<file path="config.mk">
export PLATFORM = sky130hd
export DESIGN_NAME = instr_sequencer_flat
export DESIGN_NICKNAME = d
export VERILOG_FILES = /design/src/rtl/instr_sequencer_if.sv /design/src/rtl/instr_sequencer.sv /design/src/flat_wrapper.sv
export SDC_FILE = /design/constraint.sdc
export NUM_CORES = 1
export LEC_CHECK = 0
export CORE_UTILIZATION = 40
export CTS_CLUSTER_DIAMETER = 30
export CTS_CLUSTER_SIZE = 16
export DETAILED_ROUTE_END_ITERATION = 7
export PLACE_DENSITY_LB_ADDON = 0.25
export SYNTH_ARGS = -nofsm -noshare
export SYNTH_HDL_FRONTEND = slang
export SYNTH_SLANG_ARGS = --single-unit
</file>
<file path="constraint.sdc">
create_clock -name clk -period 5.15 [get_ports clk]
set_input_delay 0.515 -clock clk [delete_from_list [all_inputs] [get_ports clk]]
set_output_delay 0.515 -clock clk [all_outputs]
set_load 0.02 [all_outputs]
</file>
<file path="src/rtl/instr_sequencer_if.sv">
// rtl/instr_sequencer_if.sv - instruction stream, memory strobe and status bundle for instr_sequencer
interface instr_sequencer_if #(
    parameter int INSTR_W = 32,
    parameter int ADDR_W  = 14,
    parameter int DATA_W  = 16
) ();
    logic [INSTR_W-1:0] in_instr;
    logic               in_valid;
    logic               in_ready;
    logic               wr_en;
    logic [ADDR_W-1:0]  wr_addr;
    logic [DATA_W-1:0]  wr_data;
    logic               rd_en;
    logic [ADDR_W-1:0]  rd_addr;
    logic               rd_ready;
    logic               done;
    logic               busy;
    logic               err;
    logic               err_clr;

    modport master (
        output in_instr, in_valid, rd_ready, err_clr,
        input  in_ready, wr_en, wr_addr, wr_data, rd_en, rd_addr, done, busy, err
    );

    modport slave (
        input  in_instr, in_valid, rd_ready, err_clr,
        output in_ready, wr_en, wr_addr, wr_data, rd_en, rd_addr, done, busy, err
    );
endinterface

</file>
<file path="src/rtl/instr_sequencer.sv">
// rtl/instr_sequencer.sv - FIFO-buffered STORE/LOAD/GO micro-instruction sequencer
// Define INSTR_SEQ_WRAP_EN to let a GO with end < start wrap through the top of the address space.
module instr_sequencer #(
    parameter int INSTR_W = 32,
    parameter int ADDR_W  = 14,
    parameter int DATA_W  = 16,
    parameter int DEPTH   = 4
) (
    input logic                 clk,
    input logic                 rst_n,
    instr_sequencer_if.slave    bus
);
    localparam int PTR_W = $clog2(DEPTH);

    localparam logic [1:0] OP_STORE = 2'b00;
    localparam logic [1:0] OP_LOAD  = 2'b01;
    localparam logic [1:0] OP_GO    = 2'b10;

    typedef enum logic [1:0] {
        IDLE  = 2'b00,
        WRITE = 2'b01,
        BURST = 2'b10,
        DONE  = 2'b11
    } state_t;

    logic [INSTR_W-1:0] mem_q [DEPTH];
    logic [PTR_W:0]     wr_ptr_q, wr_ptr_d;
    logic [PTR_W:0]     rd_ptr_q, rd_ptr_d;
    state_t             state_q, state_d;
    logic [ADDR_W-1:0]  start_q, start_d;
    logic [ADDR_W-1:0]  end_q, end_d;
    logic [ADDR_W-1:0]  cur_q, cur_d;
    logic [ADDR_W-1:0]  ir_addr_q, ir_addr_d;
    logic [DATA_W-1:0]  ir_data_q, ir_data_d;
    logic               err_q, err_d;

    logic               full, empty, push, pop, in_ready;
    logic [INSTR_W-1:0] head;
    logic [1:0]         head_op;
    logic               range_bad, err_set;
    logic               wr_en, rd_en, done;
    logic [ADDR_W-1:0]  wr_addr, rd_addr;
    logic [DATA_W-1:0]  wr_data;

    assign empty    = (wr_ptr_q == rd_ptr_q);
    assign full     = (wr_ptr_q[PTR_W] != rd_ptr_q[PTR_W]) &&
                      (wr_ptr_q[PTR_W-1:0] == rd_ptr_q[PTR_W-1:0]);
    // Held low while reset is asserted so every output reads 0 in reset.
    assign in_ready = rst_n && !full;
    assign push     = bus.in_valid && in_ready;
    assign head     = mem_q[rd_ptr_q[PTR_W-1:0]];
    assign head_op  = head[INSTR_W-1 -: 2];

`ifdef INSTR_SEQ_WRAP_EN
    assign range_bad = 1'b0;
`else
    assign range_bad = (end_q < start_q);
`endif

    always_comb begin
        state_d   = state_q;
        start_d   = start_q;
        end_d     = end_q;
        cur_d     = cur_q;
        ir_addr_d = ir_addr_q;
        ir_data_d = ir_data_q;
        pop       = 1'b0;
        err_set   = 1'b0;
        wr_en     = 1'b0;
        wr_addr   = '0;
        wr_data   = '0;
        rd_en     = 1'b0;
        rd_addr   = '0;
        done      = 1'b0;

        case (state_q)
            IDLE: begin
                // Decode straight off the FIFO head so a LOAD is usable by the very next pop.
                if (!empty) begin
                    pop       = 1'b1;
                    ir_addr_d = head[INSTR_W-3 -: ADDR_W];
                    ir_data_d = head[DATA_W-1:0];
                    case (head_op)
                        OP_STORE: state_d = WRITE;
                        OP_LOAD: begin
                            start_d = head[INSTR_W-3 -: ADDR_W];
                            end_d   = head[ADDR_W-1:0];
                        end
                        OP_GO: begin
                            cur_d = start_q;
                            if (range_bad) begin
                                err_set = 1'b1;
                                state_d = DONE;
                            end else begin
                                state_d = BURST;
                            end
                        end
                        default: err_set = 1'b1;
                    endcase
                end
            end
            WRITE: begin
                wr_en   = 1'b1;
                wr_addr = ir_addr_q;
                wr_data = ir_data_q;
                state_d = IDLE;
            end
            BURST: begin
                rd_en   = 1'b1;
                rd_addr = cur_q;
                if (bus.rd_ready) begin
                    if (cur_q == end_q) begin
                        state_d = DONE;
                    end else begin
                        cur_d = cur_q + ADDR_W'(1);
                    end
                end
            end
            DONE: begin
                done    = 1'b1;
                state_d = IDLE;
            end
            default: state_d = IDLE;
        endcase
    end

    always_comb begin
        wr_ptr_d = wr_ptr_q + (PTR_W+1)'(push);
        rd_ptr_d = rd_ptr_q + (PTR_W+1)'(pop);
        // A set in the same cycle as a clear must win.
        err_d    = err_set ? 1'b1 : (bus.err_clr ? 1'b0 : err_q);
    end

    always_ff @(posedge clk or negedge rst_n) begin
        if (!rst_n) begin
            wr_ptr_q  <= '0;
            rd_ptr_q  <= '0;
            state_q   <= IDLE;
            start_q   <= '0;
            end_q     <= '0;
            cur_q     <= '0;
            ir_addr_q <= '0;
            ir_data_q <= '0;
            err_q     <= 1'b0;
        end else begin
            wr_ptr_q  <= wr_ptr_d;
            rd_ptr_q  <= rd_ptr_d;
            state_q   <= state_d;
            start_q   <= start_d;
            end_q     <= end_d;
            cur_q     <= cur_d;
            ir_addr_q <= ir_addr_d;
            ir_data_q <= ir_data_d;
            err_q     <= err_d;
        end
    end

    always_ff @(posedge clk) begin
        if (push) begin
            mem_q[wr_ptr_q[PTR_W-1:0]] <= bus.in_instr;
        end
    end

    assign bus.in_ready = in_ready;
    assign bus.wr_en    = wr_en;
    assign bus.wr_addr  = wr_addr;
    assign bus.wr_data  = wr_data;
    assign bus.rd_en    = rd_en;
    assign bus.rd_addr  = rd_addr;
    assign bus.done     = done;
    assign bus.busy     = (state_q != IDLE) || !empty;
    assign bus.err      = err_q;
endmodule
</file>
<file path="src/flat_wrapper.sv">
// flat-port wrapper written by rule: the top's interface ports become plain ports
module instr_sequencer_flat 
#(
    parameter int INSTR_W = 32,
    parameter int ADDR_W  = 14,
    parameter int DATA_W  = 16,
    parameter int DEPTH   = 4
)
  (clk, rst_n, bus_in_instr, bus_in_valid, bus_rd_ready, bus_err_clr, bus_in_ready, bus_wr_en, bus_wr_addr, bus_wr_data, bus_rd_en, bus_rd_addr, bus_done, bus_busy, bus_err);
  instr_sequencer_if #(.INSTR_W(INSTR_W), .ADDR_W(ADDR_W), .DATA_W(DATA_W)) bus_i ();
  input logic clk;
  input logic rst_n;
  input wire logic [$bits(bus_i.in_instr)-1:0] bus_in_instr;
  input wire logic [$bits(bus_i.in_valid)-1:0] bus_in_valid;
  input wire logic [$bits(bus_i.rd_ready)-1:0] bus_rd_ready;
  input wire logic [$bits(bus_i.err_clr)-1:0] bus_err_clr;
  output wire logic [$bits(bus_i.in_ready)-1:0] bus_in_ready;
  output wire logic [$bits(bus_i.wr_en)-1:0] bus_wr_en;
  output wire logic [$bits(bus_i.wr_addr)-1:0] bus_wr_addr;
  output wire logic [$bits(bus_i.wr_data)-1:0] bus_wr_data;
  output wire logic [$bits(bus_i.rd_en)-1:0] bus_rd_en;
  output wire logic [$bits(bus_i.rd_addr)-1:0] bus_rd_addr;
  output wire logic [$bits(bus_i.done)-1:0] bus_done;
  output wire logic [$bits(bus_i.busy)-1:0] bus_busy;
  output wire logic [$bits(bus_i.err)-1:0] bus_err;
  assign bus_i.in_instr = bus_in_instr;
  assign bus_i.in_valid = bus_in_valid;
  assign bus_i.rd_ready = bus_rd_ready;
  assign bus_i.err_clr = bus_err_clr;
  assign bus_in_ready = bus_i.in_ready;
  assign bus_wr_en = bus_i.wr_en;
  assign bus_wr_addr = bus_i.wr_addr;
  assign bus_wr_data = bus_i.wr_data;
  assign bus_rd_en = bus_i.rd_en;
  assign bus_rd_addr = bus_i.rd_addr;
  assign bus_done = bus_i.done;
  assign bus_busy = bus_i.busy;
  assign bus_err = bus_i.err;
  instr_sequencer #(.INSTR_W(INSTR_W), .ADDR_W(ADDR_W), .DATA_W(DATA_W), .DEPTH(DEPTH)) u_core (.clk(clk), .rst_n(rst_n), .bus(bus_i));
endmodule
</file>
# Yosys cells after proc, flatten, opt, wreduce, memory -nomap -nowiden
# Memories as Yosys holds them, arrays and structs flattened.
# Index checks and enable logic that the tools add are counted.
dict set report totals {
  wordCells 74
  regBits 81
  out_inout_bits 50
  mem_count 1
  mem_bits_rw 128
}
# memory depth word_bits read_ports rd_ports_with_merged_regs wr line_no
set mem_list {}
lappend mem_list {u_core.mem_q 4 32 1 0 1 instr_sequencer.sv:26} ;# logic [INSTR_W-1:0] mem_q [DEPTH];
dict set report op_classes {
  muxes 27
  n_reduce_logical 17
  addsub 3
  n_eq_ne 15
  n_lt_le_gt_ge 1
  bitwise 1
}
# op count
set ops {}
lappend ops {{$mux 14} 6}
lappend ops {{$pmux 14 s2} 1}
lappend ops {{$mux 16} 1}
lappend ops {{$add 14x1->14 const B} 1}
lappend ops {{$eq 14x14->1} 1}
lappend ops {{$lt 14x14->1} 1}
lappend ops {{$mux 1} 13}
lappend ops {{$ne 2x2->1 const B} 4}
lappend ops {{$add 3x1->3} 2}
lappend ops {{$eq 2x2->1 const B} 3}
lappend ops {{$mux 2} 3}
lappend ops {{$pmux 2 s3} 1}
lappend ops {{$reduce_bool 2->1} 3}
lappend ops {{$reduce_and 5->1} 1}
lappend ops {{$eq 2x1->1 const B} 2}
lappend ops {{$logic_not 2->1} 2}
lappend ops {{$pmux 2 s2} 1}
lappend ops {{$reduce_and 4->1} 1}
lappend ops {{$reduce_or 2->1} 2}
lappend ops {{$eq 3x3->1} 1}
lappend ops {{$logic_and 1x1->1} 3}
lappend ops {{$ne 3x3->1 const B} 1}
lappend ops {{$reduce_and 3->1} 1}
lappend ops {{$eq 2x2->1} 1}
lappend ops {{other kinds (7)} 8}

# Logic depth before layout (Yosys ltp)
# Gate-level depths: netlist (run 1).
dict set report depth {
  ltp_word 7
  depth_mapped 8
  mapped_depth_nobuf 7
}

# Least setup slack after synthesis (run 1)
# OpenSTA, ideal clock, no wires.
dict set report synth_timing {
  path_type {reg-to-reg}
  startpoint {register u_core.rd_ptr_q[1]}
  endpoint {memory u_core.mem_q[2][0], enable pin}
  stages_incl_launch_ff 6
  slack_ns 1.117
  arrival_time_ns 3.565
  required_ns 4.682
  setup_time_ns 0.468
  path_cell_list {dfrtp_1 > clkbuf_1 > xor2_1 > o31a_1 > nand2_1 > nor3b_1}
}
dict set report synth_via {
  elab_chain_len 7
}
# element line_no
set synth_rtl {}
lappend synth_rtl {{start: declaration} instr_sequencer.sv:28} ;# logic [PTR_W:0] rd_ptr_q, rd_ptr_d;
lappend synth_rtl {{start signal: assignment} instr_sequencer.sv:147} ;# rd_ptr_q <= rd_ptr_d;
lappend synth_rtl {{$eq 2x2->1} instr_sequencer.sv:47} ;# (wr_ptr_q[PTR_W-1:0] == rd_ptr_q[PTR_W-1:0]);
lappend synth_rtl {{$logic_and 1x1->1} instr_sequencer.sv:46} ;# assign full = (wr_ptr_q[PTR_W] != rd_ptr_q[PTR_W]) &&
lappend synth_rtl {{$logic_not 1->1} instr_sequencer.sv:49} ;# assign in_ready = rst_n && !full;
lappend synth_rtl {{$logic_and 1x1->1} instr_sequencer.sv:49}
lappend synth_rtl {{net bus_in_ready} flat_wrapper.sv:17} ;# output wire logic [$bits(bus_i.in_ready)-1:0] bus_in_ready;
lappend synth_rtl {{$logic_and 1x1->1} instr_sequencer.sv:50} ;# assign push = bus.in_valid && in_ready;
lappend synth_rtl {{$mux 1} instr_sequencer.sv:159} ;# if (push) begin
lappend synth_rtl {{$mux 1 (not written as such)} instr_sequencer.sv:160} ;# mem_q[wr_ptr_q[PTR_W-1:0]] <= bus.in_instr;
lappend synth_rtl {{end: declaration} instr_sequencer.sv:26}
# The timed path passes the listed nets, and every way through them passes these cells.

# Final worst setup path (run 1)
dict set report layout_timing {
  startpoint {register u_core.rd_ptr_q[0]}
  endpoint {output port bus_busy}
}
dict set report layout_via {
  elab_chain_len 3
}
# element line_no
set layout_rtl {}
lappend layout_rtl {{$eq 3x3->1} instr_sequencer.sv:45} ;# assign empty = (wr_ptr_q == rd_ptr_q);
lappend layout_rtl {{$logic_not 1->1} -}
lappend layout_rtl {{$logic_or 1x1->1} instr_sequencer.sv:171} ;# assign bus.busy = (state_q != IDLE) || !empty;
lappend layout_rtl {{end: declaration} flat_wrapper.sv:24} ;# output wire logic [$bits(bus_i.busy)-1:0] bus_busy;
# Every way passes these cells.

==> metrics.md, run 1 <==
| Metric | Value |
|---|---|
| Final instance area | 11,600 um2 |
| Seq/Total Area, Yosys | 64.0% |
| FF+latch count, synth | 209 |
| Setup WS post-layout | 1.73 ns |
| Fin nets | 755 |
| Overflow after GRT | 0 |
| Die X | 153 um |
| N_diodes | 0 |
| Outcome | finished clean |
| Syn Std Cell Area | 9180 um2 |
| Peak VDD IR | 0.335 mV |
| Post-synthesis cell type count | 64 |
| Worst-path clk slew | 0.05 ns |
| Area leader, netlist | edfxtp_1 |
| Syn Inst Count | 598 |
| Area post-placement | 10,300 um2 |
| Critical path endpoint category | primary output |
| Clk_lat worst skew | 0.50 ns |
| Starting Density | 40.7% |
| Worst slew margin | 19.1% |
| Worst Path Arrival | 2.90 ns |
| Initial antenna violation count | 0 |
| Crit path kind | reg2out |
| Slowest-stage cell, CP | dfrtp_2 |
| Post-CTS Setup Bufs | 0 |
| Leakage | 0.00439 uW |
| Internal power | 5170 uW |
| DRT antenna net count | 0 |
| Clock Sinks | 209 |
| EDFF count, synth | 128 |
| Final hold vios | 0 |
| Worst Path Required | 4.64 ns |
| CTS tree | built |
| Ys flop type | edfxtp_1 |
| Post-synth top area share | 41.9% |
| Core area | 22,600 um2 |
| Total track usage | 18.3% |
| Sequential power share | 34.5% |
| Setup TNS | 0 ns |
| Final Cycle Share | 66.4% |
| H-tree levels | 2 |
| Core Util, Final | 51.6% |
| Most common cell in the netlist | edfxtp_1 |
| Pwr/cell area | 668 nW/um2 |
| CP Max Fanout | 20 |
| RSZ-0062 raised after global routing | false |
| Largest net degree at the start of global routing | 60 |
| Yosys warnings | 0 |
| Routed WL | 20,600 um |
| Die ar. | 23,600 um2 |
| Total power | 7780 uW |
| Global-route wire length before repair | 32,800 um |
| Vias in the first global route | 5,787 |
| Fin crit period | 3.42 ns |
| DRC | 0 |
| Most frequent cells after synthesis | edfxtp_1 (128), dfrtp_1 (81), mux2_2 (44), and2_1 (41), mux4_2 (32) |
| Layout cells sized above 1 | 24.4% |
| Setup-failing EPs final | 0 |
| Critical Path Max Stage Delay | 0.69 ns |
| CTS buffer count | 39 |
| Final HPWL DP | 13,200 um |
| Clk pwr share | 32.9% |
| Ports | 87 |
| Drt initial violations | 369 |
| Hold crit path type | in2async |
| CP Cell Sequence | buf_4 > xor2_1 > nor3_1 > nand2_1 > clkdlybuf4s50_1 |
| Area delta synth->final | 26.9% |
| Synth top area cells | edfxtp_1 (42%), dfrtp_1 (22%), mux4_2 (7.9%) |
| CTS Buffer Depth | 3 |
| Post-CTS sizing | 0 |
| Drt wl/cell | 20.3 um |
| Rows | 55 |
| PortBufs | 86 |
| Routed vias/inst | 5.37 |
| Net Sw Power | 2620 uW |
| Max Fclk | 292 MHz |
| Syn Area/Cell | 15.3 um2 |
| Synth Net Count | 653 |
| Worst slew pin tran | 1.21 ns |
| Async S/R FF share, synth | 38.8% |
| Skew final | 0.0111 ns |
| Final Slew Violations | 0 |
| Switching Fraction | 33.6% |
| CTS Root Cell | clkbuf_16 |
| Pre-CTS setup slack | 1.99 ns |
| Number of max-cap violations | 0 |
| CP startpoint kind | flip-flop |
| GPL Wtd Cong | 0.837 |
| Die height | 153 um |
| Drt first pass iters | 5 |
| Gate power share | 32.5% |
| Via total after detailed routing | 5,457 |
## power by group through the flow
stage / logic [uW] / registers, uW / clock network (uW)
after global routing: 2790 / 2740 / 2680
after global placement: 2460 / 2690 / 0
after CTS: 2570 / 2690 / 2600
after floorplan: 1970 / 2480 / 0
after detailed placement: 2540 / 2710 / 0
final: 2530 / 2690 / 2560
## flip-flops by register name (all words and copies together) (netlist names)
| name | cells |
|---|---|
| u_core.bus.err | 1 |
| u_core.cur_q | 14 |
| u_core.end_q | 14 |
| u_core.ir_addr_q | 14 |
| u_core.ir_data_q | 16 |
| u_core.mem_q | 128 |
| u_core.rd_ptr_q | 3 |
| u_core.start_q | 14 |
| u_core.state_q | 2 |
| u_core.wr_ptr_q | 3 |
## through the flow
stage | std cells | hold WS, ns
global placement | 943 | 0.443
floorplan | 598 | 0.219
detailed placement | 943 | 0.443
global route | 1016 | 0.485
CTS | 1016 | 0.450
finish | 1016 | 0.459
## cells by family (layout without fill, tap and decap cells)
| family | count (synthesis) | in the layout | share of synthesized area [%] |
|---|---|---|---|
| adders and majority gates | 18 | 18 | 2.45 |
| DFF | 209 | 209 | 64.0 |
| xor gates and xnor gates | 20 | 20 | 1.91 |
| muxes | 78 | 78 | 13.5 |
| buffers and inverters | 59 | 192 | 3.14 |
| and+or+nand+nor | 136 | 136 | 8.45 |
| AOI/OAI and AO/OA | 78 | 78 | 6.54 |
## path summary, 6_finish.rpt
kind	cells after the start	startpoint	end	slack (ns)
max reg2reg	6	u_core.rd_ptr_q[1]	u_core.start_q[6]	2.07
max	5	u_core.rd_ptr_q[0]	bus_busy	1.73
min in group clk	1	u_core.ir_addr_q[1]	u_core.ir_addr_q[1]	0.50
min reg2reg	1	u_core.ir_addr_q[1]	u_core.ir_addr_q[1]	0.50
max in group asynchronous	3	rst_n	u_core.cur_q[5]	3.55
min	2	rst_n	u_core.rd_ptr_q[1]	0.46
## layout by cell type (no fill, tap or decap), drive strengths merged, types with 6 or more instances in the layout
master	instances
nand3	9
clkbuf	43
o311a	6
o21ai	17
inv	34
edfxtp	128
buf	10
mux4	32
mux2	46
nor2	14
dfrtp	81
nand2	27
a21oi	9
ha	18
clkinv	9
clkinvlp	6
clkdlybuf4s50	85
and2	42
a211oi	9
xor2	19
nor3	15
## worst max-delay path: cells and delay by family (launching register included)
kind / cells / cell delay [ns]
buf+inv: 2 / 1.05
flops: 1 / 0.69
simple gates: 2 / 0.47
xor+xnor: 1 / 0.17
## timing repair
item,CTS,global route
endpoints found under the hold margin,22,0
endpoints found under the setup margin,0,0
hold buffers,1,0
## layout make-up
type,instances,area [um2]
clock buffer,43,1030
clock inverter,29,320
fill,1897,10900
inverter,24,90.1
multi-input combinational,330,3040
sequential,209,5870
tap,285,357
timing repair buffer,96,936
## layer usage
layer	global-route usage (%)	share of wire (%)
met2	30.7	50
met5	0	0
met3	3.66	4.6
met4	5.90	1.9
met1	23.9	43
(Power assumes the default switching activity.)
==> run 2: changes to the inputs <==
- clock period: 5.15 -> 3.3 ns (I/O delays scaled with it)
==> run 2 against run 1 <==
  * Non-clock buffer count up 4
  * Combinational power up 59%
  * Worst hold slack worse by 0.27 ns
  * Critical path type unchanged
  * Flip-flop and latch count unchanged
  * Die area unchanged
  * Largest power group is now clock
==> metrics.md, run 2 (synthesis gave the netlist of run 1 again) <==
| Metric | Value |
|---|---|
| Outcome | finished clean (unchanged) |
| CP startpoint kind | flip-flop (unchanged) |
| Setup TNS | 0 ns (unchanged) |
| Multi-input logic area | 3050 um2 (was 3040 um2) |
| Number of max-cap violations | 0 (unchanged) |
| Final Cycle Share | 92.2% |
| Setup-failing EPs final | 0 (unchanged) |
| CTS tree | built (unchanged) |
| Drt initial violations | 305 (was 369) |
| # fillers | 1,869 (was 1,897) |
| Global-route wire length before repair | 32,300 um (was 32,800 um) |
| CP startpoint | u_core.state_q[0] (was u_core.rd_ptr_q[0]) |
| CTS Buffer Depth | 3 (unchanged) |
| Total power | 12,400 uW (was 7780 uW) |
| Leakage | 0.00447 uW (was 0.00439 uW) |
| Beginning of the worst register-to-register path | u_core.wr_ptr_q[0] (was u_core.rd_ptr_q[1]) |
| Clk_lat worst skew | 0.51 ns (was 0.50 ns) |
| Final Slew Violations | 0 (unchanged) |
| Final HPWL DP | 13,100 um (was 13,200 um) |
| Skew final | 0.0167 ns (was 0.0111 ns) |
| Crit path kind | reg2out (unchanged) |
| RSZ-0062 raised after global routing | false (unchanged) |
| Max Fclk | 329 MHz |
| H-tree levels | 2 (unchanged) |
| Most frequent cells in the layout | edfxtp_1 (128), clkdlybuf4s50_1 (85), dfrtp_1 (80) (unchanged) |
| CP Cell Sequence | nor2b_2 > buf_4 > and2_1 > clkdlybuf4s50_1 (was buf_4 > xor2_1 > nor3_1 > nand2_1 > clkdlybuf4s50_1) |
| Post-CTS sizing | 0 (unchanged) |
| DRT antenna net count | 0 (unchanged) |
| Total track usage | 18.0% (was 18.3%) |
| Die height | 153 um (unchanged) |
| Rows | 55 (unchanged) |
| Starting Density | 40.7% (unchanged) |
| CTS buffer count | 41 (was 39) |
| Register Area | 5870 um2 (unchanged) |
| R2R Setup Slk | 0.82 ns (was 2.07 ns) |
| Vias in the first global route | 5,768 (was 5,787) |
| Hold crit path type | in2async (unchanged) |
| Overflow after GRT | 0 (unchanged) |
| Clock Sinks | 209 (unchanged) |
| Max reg flops | 128 (unchanged) |
| Die ar. | 23,600 um2 (unchanged) |
| Worst Path Arrival | 2.71 ns (was 2.90 ns) |
| Via total after detailed routing | 5,415 (was 5,457) |
| Fin nets | 761 (was 755) |
| Worst Path Required | 2.97 ns (was 4.64 ns) |
| Most common cell after layout, fill and taps aside | edfxtp_1 (unchanged) |
| N_diodes | 0 (unchanged) |
| Critical path endpoint category | primary output (unchanged) |
| Initial antenna violation count | 0 (unchanged) |
| Fin crit period | 3.04 ns |
| Layout cells sized above 1 | 24.4% (about the same) |
| R2R depth | 5 (was 6) |
| Peak VDD IR | 0.433 mV (was 0.335 mV) |
| Critical Path Max Stage Delay | 0.63 ns (was 0.69 ns) |
| Pwr/cell area | 1050 nW/um2 (was 668 nW/um2) |
| Drt first pass iters | 4 (was 5) |
| Die X | 153 um (unchanged) |
| DRC | 0 (unchanged) |
| Routed WL | 20,300 um (was 20,600 um) |
| Largest net degree at the start of global routing | 75 (was 60) |
| Worst-path clk slew | 0.05 ns (about the same) |
| PortBufs | 86 (unchanged) |
| GPL Wtd Cong | 0.782 (was 0.837) |
| Worst slew pin tran | 0.998 ns (was 1.21 ns) |
| Slowest-stage cell, CP | nor2b_2 (was dfrtp_2) |
| Final hold vios | 0 (unchanged) |
| Hold slack | 0.186 ns (was 0.459 ns) |
| Ports | 87 (unchanged) |
| Core area | 22,600 um2 (unchanged) |
| Area delta synth->final | 28.4% (was 26.9%) |
| Routed vias/inst | 5.29 (was 5.37) |
| CTS Root Cell | clkbuf_16 (unchanged) |
| CP Max Fanout | 18 (was 20) |
| Worst slew margin | 33.5% (was 19.1%) |
| Drt wl/cell | 19.9 um (was 20.3 um) |
## run 2: cell count changes in the layout (fill, tap and decap cells not counted), sizes merged
cell	previous run	this run
clkbuf	43	56
inv	34	26
buf	10	14
clkinv	9	8
bufinv	4	6
clkinvlp	6	3
## run 2: power breakdown
part | internal (uW) | switching [uW]
Sequential | 3520 | 609
Combinational | 1940 | 2080
Clock | 2950 | 1290
## run 2: worst max-delay path: cells and delay by family, from the launching register on
family / cells / cell delay, ns
buffers and inverters: 2 / 0.95
flip-flops: 1 / 0.47
AND/OR/NAND/NOR: 2 / 0.80
## run 2: per-stage QoR
| stage | cells | area (um2) | utilization (%) | worst slack, ns |
|---|---|---|---|---|
| global placement | 947 | 10300 | 45.7 | 0.851 |
| finish | 1023 | 11800 | 52.2 | 0.259 |
| detailed placement | 947 | 10300 | 45.7 | 0.791 |
| floorplan | 598 | 9190 | - | 0.184 |
| CTS | 1023 | 11800 | 52.2 | 0.236 |
| global route | 1023 | 11800 | 52.2 | 0.103 |
## run 2: cell type report
type,instances,share of cell area (%)
Tap cell,285,3.03
Sequential cell,209,49.8
Timing Repair Buffer,100,8.20
Clock buffer,56,9.96
Inverter,24,0.765
Clock inverter,19,2.34
Multi-Input combinational cell,330,25.9
## run 2: what timing repair did
action / 4_1_cts / 5_1_grt
setup buffers: 0 / 0
hold buffers: 1 / 0
hold endpoints to repair: 7 / 0
## run 2: path summary, 6_finish.rpt
| path | end |
|---|---|
| max | bus_wr_data[3] |
| min | u_core.ir_data_q[14] |
| max reg2reg | u_core.start_q[0] |
| min reg2reg | u_core.ir_addr_q[4] |
| max in group asynchronous | u_core.rd_ptr_q[0] |
| min in group clk | u_core.mem_q[1][29] |
## run 2: layer usage
layer | GRT usage (%) | wire [um] | vias to the layer above | share of wire (%)
met5 | 0 | 0 | - | 0
met4 | 6.00 | 465 | 0 | 2.3
met1 | 23.4 | 9000 | 2745 | 44
met3 | 3.49 | 882 | 34 | 4.3
met2 | 30.3 | 9980 | 139 | 49
li1 | - | - | 2497 | -
==> run 3: changes to the inputs <==
--- a/constraint.sdc
+++ b/constraint.sdc
@@ -3,2 +3,2 @@
 set_output_delay 0.33 -clock clk [all_outputs]
-set_load 0.02 [all_outputs]
+set_load 0.01 [all_outputs]
==> run 3 against run 2 <==
  * Critical path depth stayed put
  * Critical endpoint is now bus_wr_addr[10]
  * Total power is 1.4% lower
  * Utilization is 0.19 points lower
  * Critical path type unchanged
  * Flip-flop and latch count stayed put
==> metrics.md, run 3 (synthesis gave the netlist of run 1 again) <==
| Metric | Value |
|---|---|
| Worst slew pin tran | 1.01 ns (was 0.998 ns) |
| Worst Path Required | 2.97 ns (about the same) |
| CTS Buffer Depth | 3 (unchanged) |
| DRT antenna net count | 0 (unchanged) |
| Most frequent cells in the layout | edfxtp_1 (128), clkdlybuf4s50_1 (85), dfrtp_1 (80) (unchanged) |
| Drt first pass iters | 4 (unchanged) |
| Setup-failing EPs final | 0 (unchanged) |
| Starting Density | 40.7% (unchanged) |
| Layout cells sized above 1 | 24.3% (was 24.4%) |
| Setup TNS | 0 ns (unchanged) |
| Max reg flops | 128 (unchanged) |
| Worst Path Arrival | 2.67 ns (was 2.71 ns) |
| CTS buffer count | 43 (was 41) |
| Via total after detailed routing | 5,543 (was 5,415) |
| Pwr/cell area | 1040 nW/um2 (was 1050 nW/um2) |
| Skew final | 0.0195 ns (was 0.0167 ns) |
| Fin nets | 762 (was 761) |
| CP Max Fanout | 18 (unchanged) |
| Initial antenna violation count | 0 (unchanged) |
| Outcome | finished clean (unchanged) |
| Hold slack | 0.205 ns (was 0.186 ns) |
| Die X | 153 um (unchanged) |
| Drt wl/cell | 20.6 um (was 19.9 um) |
| Clock Sinks | 209 (unchanged) |
| RSZ-0062 raised after global routing | false (unchanged) |
| Peak VDD IR | 0.470 mV (was 0.433 mV) |
| Final Slew Violations | 0 (unchanged) |
| Final hold vios | 0 (unchanged) |
| Fin cells | 1,025 (was 1,023) |
| CP startpoint kind | flip-flop (unchanged) |
| Die ar. | 23,600 um2 (unchanged) |
| Worst-path clk slew | 0.05 ns (about the same) |
| Fin crit period | 3.00 ns (was 3.04 ns) |
| Setup WS post-layout | 0.303 ns (was 0.259 ns) |
| Post-CTS Setup Bufs | 0 (unchanged) |
| N_diodes | 0 (unchanged) |
| Core area | 22,600 um2 (unchanged) |
| Vias in the first global route | 5,969 (was 5,768) |
| Ports | 87 (unchanged) |
| Rows | 55 (unchanged) |
| Pre-CTS setup slack | 0.758 ns (was 0.791 ns) |
| Routed WL | 21,100 um (was 20,300 um) |
| Crit path kind | reg2out (unchanged) |
| Routed vias/inst | 5.41 (was 5.29) |
| Leakage | 0.00445 uW (was 0.00447 uW) |
| Most common cell after layout, fill and taps aside | edfxtp_1 (unchanged) |
| CTS tree | built (unchanged) |
| GPL Wtd Cong | 0.831 (was 0.782) |
| Drt initial violations | 356 (was 305) |
| Die height | 153 um (unchanged) |
| CTS Root Cell | clkbuf_16 (unchanged) |
| Max Fclk | 334 MHz (was 329 MHz) |
| Final HPWL DP | 13,200 um (was 13,100 um) |
| Worst slew margin | 32.7% (was 33.5%) |
| Global-route wire length before repair | 33,800 um (was 32,300 um) |
| Hold crit path type | in2async (unchanged) |
| H-tree levels | 2 (unchanged) |
| DRC | 0 (unchanged) |
| Overflow after GRT | 0 (unchanged) |
| Largest net degree at the start of global routing | 75 (unchanged) |
| Final Cycle Share | 90.8% (was 92.2%) |
| Area delta synth->final | 27.9% (was 28.4%) |
| Critical path endpoint category | primary output (unchanged) |
| Total track usage | 18.7% (was 18.0%) |
| Number of max-cap violations | 0 (unchanged) |
| Placed cells | 946 (was 947) |
| Clk_lat worst skew | 0.51 ns (about the same) |
| PortBufs | 86 (unchanged) |
[run 3: area by class of cell]
| cell class | count | area [um2] |
|---|---|---|
| multi-input combinational | 330 | 3050 |
| tap | 285 | 357 |
| sequential | 209 | 5870 |
| timing repair buffer | 99 | 958 |
| clock inverter | 28 | 259 |
| inverter | 24 | 90.1 |
| fill | 1882 | 10800 |
| clock buffer | 50 | 1150 |
[run 3: path summary, 6_finish.rpt]
check	cells past startpoint	slack (ns)	to	start
setup / recovery	4	0.30	bus_wr_addr[10]	u_core.state_q[0]
hold / removal	2	0.20	u_core.ir_data_q[9]	rst_n
setup reg to reg	5	0.72	u_core.cur_q[12]	u_core.cur_q[6]
hold reg to reg	1	0.49	u_core.ir_data_q[2]	u_core.ir_data_q[2]
max in group asynchronous	3	1.83	u_core.rd_ptr_q[0]	rst_n
min in group clk	1	0.45	u_core.mem_q[2][29]	bus_in_instr[29]
[run 3: stage by stage]
step                      instance area (um2)  utilization [%]  total power (uW)
after detailed placement                10300             45.7              8150
after global placement                  10300             45.7              8010
after CTS                               11700             52.0             12300
after global routing                    11700             52.0             12900
after floorplan                          9190                -              6840
final                                   11700             52.0             12200
[run 3: routing by layer]
layer / wire, um / part of all wire [%] / GRT usage (%) / vias up
li1: - / - / - / 2506
met1: 9550 / 45 / 25.6 / 2836
met2: 9870 / 47 / 29.2 / 164
met3: 1140 / 5.4 / 4.11 / 37
met4: 549 / 2.6 / 7.52 / 0
met5: 0 / 0 / 0 / -
[run 3: critical path, stage by stage (launching register included)]
cell,delay [ns]
dfrtp_1,0.47
nor2b_2,0.60
buf_4,0.34
and2_1,0.19
clkdlybuf4s50_1,0.56
[run 3: power breakdown]
part	internal, uW	total, uW	switching, uW	leakage, uW
Combinational	1940	3960	2030	0.00162
Clock	2800	4140	1340	0.000689
Sequential	3520	4110	586	0.00214
Total	8260	12200	3960	0.00445
[run 3: what timing repair did]
item / CTS / global route
hold buffers: 1 / 0
resized for setup: 0 / 0
hold endpoints to repair: 7 / 0
